`src/rtl/dsm_dac_sine_top.sv`:
```
// dsm_dac_sine_top: strobed 50-point sine LUT feeding a first-order delta-sigma DAC bitstream.
module clk_div #(
  parameter int DIV = 2
) (
  input  logic clk,
  input  logic rst,
  output logic clk_en
);
  localparam int CW = DIV > 1 ? $clog2(DIV) : 1;
  localparam logic [CW-1:0] LAST = CW'(DIV - 1);
  logic [CW-1:0] cnt;
  always_ff @(posedge clk)
    if (rst) begin
      cnt <= '0;
      clk_en <= 1'b0;
    end else begin
      clk_en <= cnt == LAST;
      cnt <= cnt == LAST ? '0 : cnt + 1'b1;
    end
endmodule

module sin_gen #(
  parameter int N_PTS = 50,
  parameter int DATA_WIDTH = 16
) (
  input  logic                         clk,
  input  logic                         rst,
  input  logic                         clk_en,
  output logic signed [DATA_WIDTH-1:0] sin_out
);
  localparam int IW = N_PTS > 1 ? $clog2(N_PTS) : 1;
  localparam logic [IW-1:0] LAST = IW'(N_PTS - 1);
  // round(32767*sin(2*pi*k/50)); the table is tabulated for 50 points per period
  localparam logic signed [15:0] LUT [50] = '{
    16'sd0, 16'sd4107, 16'sd8149, 16'sd12062, 16'sd15786, 16'sd19260, 16'sd22431,
    16'sd25247, 16'sd27666, 16'sd29648, 16'sd31163, 16'sd32187, 16'sd32702,
    16'sd32702, 16'sd32187, 16'sd31163, 16'sd29648, 16'sd27666, 16'sd25247,
    16'sd22431, 16'sd19260, 16'sd15786, 16'sd12062, 16'sd8149, 16'sd4107,
    16'sd0, -16'sd4107, -16'sd8149, -16'sd12062, -16'sd15786, -16'sd19260, -16'sd22431,
    -16'sd25247, -16'sd27666, -16'sd29648, -16'sd31163, -16'sd32187, -16'sd32702,
    -16'sd32702, -16'sd32187, -16'sd31163, -16'sd29648, -16'sd27666, -16'sd25247,
    -16'sd22431, -16'sd19260, -16'sd15786, -16'sd12062, -16'sd8149, -16'sd4107
  };
  logic [IW-1:0] idx;
  always_ff @(posedge clk)
    if (rst) begin
      idx <= '0;
      sin_out <= '0;
    end else if (clk_en) begin
      sin_out <= LUT[idx];
      idx <= idx == LAST ? '0 : idx + 1'b1;
    end
endmodule

module first_order_dsm_dac #(
  parameter int DATA_WIDTH = 16
) (
  input  logic                         clk,
  input  logic                         rst,
  input  logic signed [DATA_WIDTH-1:0] din,
  input  logic                         dsm_en,
  output logic                         dsm_out
);
  logic [DATA_WIDTH-1:0] acc;
  logic [DATA_WIDTH:0] s;
  // flipping the sign bit turns two's complement into offset binary
  always_comb s = {1'b0, acc} + {1'b0, din ^ {1'b1, {(DATA_WIDTH-1){1'b0}}}};
  always_ff @(posedge clk)
    if (rst) begin
      acc <= '0;
      dsm_out <= 1'b0;
    end else if (dsm_en) begin
      {dsm_out, acc} <= s;
    end
endmodule

module dsm_dac_sine_top #(
  parameter int DIV = 2,
  parameter int DATA_WIDTH = 16,
  parameter int N_PTS = 50
) (
  input  logic                         clk,
  input  logic                         rst,
  input  logic                         dsm_en,
  output logic                         clk_en,
  output logic signed [DATA_WIDTH-1:0] sin_out,
  output logic                         dsm_out
);
  clk_div #(.DIV(DIV)) u_div (
    .clk(clk),
    .rst(rst),
    .clk_en(clk_en)
  );
  sin_gen #(.N_PTS(N_PTS), .DATA_WIDTH(DATA_WIDTH)) u_sin (
    .clk(clk),
    .rst(rst),
    .clk_en(clk_en),
    .sin_out(sin_out)
  );
  first_order_dsm_dac #(.DATA_WIDTH(DATA_WIDTH)) u_dsm (
    .clk(clk),
    .rst(rst),
    .din(sin_out),
    .dsm_en(dsm_en),
    .dsm_out(dsm_out)
  );
endmodule

```
`config.mk`:
```
export PLATFORM = sky130hd
export DESIGN_NAME = dsm_dac_sine_top
export DESIGN_NICKNAME = d
export VERILOG_FILES = /design/src/rtl/dsm_dac_sine_top.sv
export SDC_FILE = /design/constraint.sdc
export NUM_CORES = 1
export LEC_CHECK = 0
export CORE_ASPECT_RATIO = 0.75
export CORE_UTILIZATION = 50
export DETAILED_ROUTE_END_ITERATION = 8
export PLACE_DENSITY = 0.73
export SETUP_SLACK_MARGIN = 0.4
export SLEW_MARGIN = 15
export SYNTH_ARGS = -nofsm -noshare
export SYNTH_HDL_FRONTEND = slang
export SYNTH_SLANG_ARGS = --single-unit
```
`constraint.sdc`:
```
create_clock -name clk -period 2.42 [get_ports clk]
set_clock_uncertainty 0.1 [all_clocks]
set_input_delay 0.484 -clock clk [delete_from_list [all_inputs] [get_ports clk]]
set_output_delay 0.484 -clock clk [all_outputs]
set_load 0.01 [all_outputs]
```
==> qor_table.md <==
| Metric | Value |
|:---|:---|
| Busiest grt layer | met1 |
| Clk Tree Root Cell | sky130_fd_sc_hd__clkbuf_8 |
| Most frequent cell on the critical path | sky130_fd_sc_hd__a311o_1 |
| Shortest period the worst path allows | 2.25 ns |
| Adder and majority cell fraction of the synthesized area | 10.9% |
| GRT met2 Usage | 43.4% |
| Pin count of the biggest net entering global routing | 22 |
| Final wirelength | 11.2 mm |
| Final global-route overflow total | 0 |
| Worst-path maximum fanout | 2 |
| Tightest slew margin relative to the limit | 67.5% |
| Area contributors post-synth | sky130_fd_sc_hd__dfxtp_1, sky130_fd_sc_hd__ha_1, sky130_fd_sc_hd__nor2_1, sky130_fd_sc_hd__mux2i_1, sky130_fd_sc_hd__a21oi_1 |
| Portion of netlist area occupied by mux cells | 5.47% |
| Largest stage delay on the critical path | 0.39 ns |
| List of most frequent post-synthesis cells | sky130_fd_sc_hd__nor2_1, sky130_fd_sc_hd__dfxtp_1, sky130_fd_sc_hd__nand2_1, sky130_fd_sc_hd__ha_1, sky130_fd_sc_hd__a21oi_1 |
| Portion of the post-synthesis area used by sequential elements | 24.3% |
| Number of clock sinks | 41 |
| Number of remaining DRC errors | 0 |
| Share of layout cells above drive strength 1 | 26.3% |
| Max clock buf depth | 2 |
| RSZ-0062 raised after global routing | yes |
| Distinct cells, synth | 66 |
| Family with the most delay on the worst path | compound AO/OA/AOI/OAI gates |
| Nature of the critical path endpoint | flip-flop |
| Cell at the slowest stage of the critical path | sky130_fd_sc_hd__fa_2 |
| Status | completed |
| Wire length of the first global-routing pass | 17.3 mm |
| Core ar. | 6410 um2 |
| Later-pin clock latency in the skew report | 0.29 ns |
| Pins Over Slew Limit | 0 |
| Power density over the cells | 358 nW/um2 |
| CTS tree | yes |
| Most frequently used flop master after synthesis | sky130_fd_sc_hd__dfxtp_1 |
| Overall via count from detail_route | 3624 |
| Design area | 4380 um2 |
| Cell taking the most area after synthesis | sky130_fd_sc_hd__dfxtp_1 |
| Cells traversed along the worst timing path | ha_4, fa_2, a21o_1, a311o_1, and3_4, o2111a_1, a311o_1 |
| DR iter-0 viols | 316 |
| Core Util, Final | 68.3% |
| Setup TNS | 0 ns |
| Type of the most critical hold path | flip-flop to flip-flop |
| CTS HTree Levels | 2 |
| HPWL Detailed | 8.11 mm |
| Number of antenna violations at the first check in global routing | 0 |
| Synthesized netlist cell count | 438 |
| Diode insertion count for antenna repair | 0 |
| Crit Path Category | flip-flop to flip-flop |
| Detail Route Antenna Nets | 0 |
| Total nets after synthesis | 470 |
| Quantity of I/O buffers inserted on ports | 20 |
| Via density per instance | 6.43 |
| CP Buf/Inv Count | 0 |
| Clock-pin slew reported for the worst setup and hold paths after clock tree synthesis | 0.08 ns |
| Total number of yosys warnings | 0 |
| Least-Margin Pin Slew | 0.486 ns |
| Post-synthesis simple-gate area fraction | 22.1% |
| Share of flip-flops with an asynchronous set or reset after synthesis | 0% |
| Most instantiated library cell after synthesis | sky130_fd_sc_hd__nor2_1 |
| GPL Wtd Cong | 0.945 |
| Maximum clock frequency | 445 MHz |
| Row count | 25 |
| Post-synthesis xor/xnor area fraction | 2.33% |
| Met1 Resource Use GR | 47.3% |
| Kind of start point of the critical path | flip-flop |
| Die width | 97 um |
| Die outline area | 7110 um2 |
| Number of buffers created by CTS | 5 |
| Global routing usage summed across all routing layers | 31.0% |
| Cts-stage hold buffer count | 0 |
| Flop and latch count out of synthesis | 41 |
| Final setup violating endpoints | 0 |
| Compound-cell area share of the yosys netlist | 28.5% |
| Count of endpoints failing hold in the final timing report | 0 |
| Starting density of the core | 52.8% |
| Final period utilization | 92.8% |
| Max-cap violation count | 0 |
| Worst endpoint required time | 2.50 ns |
| Yosys top cell area share | 24.3% |
| Synthesis-to-finish area growth | 29.4% |
| Global routing met3 resource utilization | 9.42% |
| Top-level I/O count | 21 |
| Final routed wire length divided by cell count | 19.9 um |
| Number of global-route vias before repair | 3228 |
| Final net count | 514 |
| Dominant combinational cell family by area after synthesis | compound AO/OA/AOI/OAI gates |
| Per-instance average area after synthesis | 7.73 um2 |
| Hold_ws | 0.305 ns |
| Netlist Area Pre-Place | 3380 um2 |
| Post-synth EDFFs | 0 |
| Vert. Die Dim | 73.3 um |
| Leak Pwr | 0.00170 uW |
| Count of TritonRoute iterations in the first routing pass | 5 |
| Total cell area at the placement stage | 3850 um2 |
| Worst vdd rail ir drop | 0.000347 V |
| Data arrival time of the critical path | 2.33 ns |
==> layout make-up <==
type,count,area [um2]
repair buffers,70,586
flip-flops and latches,41,846
well taps,81,101
fillers,551,2030
multi-input cells,348,2700
inverters,16,65.1
clock inverters,2,10.0
clock buffers,6,72.6
==> path summary, 6_finish.rpt <==
path              slack, ns  cells after the start            end          from
hold reg to reg        0.31                      1      u_div.cnt     u_div.cnt
setup / recovery       0.17                      7  u_dsm.acc[12]  u_dsm.acc[0]
hold / removal         0.31                      1      u_div.cnt     u_div.cnt
setup reg to reg       0.17                      7  u_dsm.acc[12]  u_dsm.acc[0]
==> flip-flops by register name (all words and copies together) (netlist names) <==
signal         count
u_div.clk_en       1
u_div.cnt          1
u_dsm.acc         16
u_dsm.dsm_out      1
u_sin.idx          6
u_sin.sin_out     16
==> power breakdown <==
group | switching, uW | internal [uW] | leakage [uW]
sequential | 34.1 | 703 | 0.000341
clock | 238 | 200 | 0.0000450
combinational | 206 | 184 | 0.00132
==> stage by stage <==
stage / power [uW] / worst slack [ns] / std cells
5_1_grt: 1640 / 0.102 / 564
2_1_floorplan: 956 / 0.205 / 438
3_5_place_dp: 1070 / 0.108 / 542
6_report: 1570 / 0.174 / 564
3_3_place_gp: 1070 / 0.0473 / 542
4_1_cts: 1520 / 0.166 / 557
==> cell usage in the layout, fill, tap and decap left out, drive strengths merged, types with 6 or more instances in the layout <==
cell type	instances
o21ai	26
nor2	46
a211oi	12
a21oi	27
inv	14
clkbuf	6
dfxtp	41
nand3	22
nand2	34
and3	9
clkdlybuf4s50	19
nor2b	6
xnor2	7
nand4	6
mux2i	14
nor3	9
nand2b	10
buf	50
o211ai	7
ha	28
a21o	6
a311o	6
==> what timing repair did <==
item                                    4_1_cts  5_1_grt
setup buffers                                 7        7
pin swaps                                    12       23
gates resized for setup                      27       52
endpoints found under the setup margin       17       24
==> per-layer routing <==
layer | wire length, um | part of all wire (%)
met4 | 46 | 0.41
met5 | 0 | 0
met1 | 5400 | 48
met3 | 1230 | 11
met2 | 4570 | 41
==> worst register-to-register path: cells and delay by family (launching register included) <==
kind            cells  cell delay (ns)
fa+ha+maj           2             0.56
simple gates        1             0.17
flops               1             0.34
compound gates      4             0.97
==> cell families after synthesis <==
logic type                 Yosys count
and+or+nand+nor                    155
AOI/OAI and AO/OA                  138
buffers and inverters               49
DFF                                 41
adders and majority gates           29
muxes                               17
xor gates and xnor gates             9
Power figures use the tool's default switching activity.
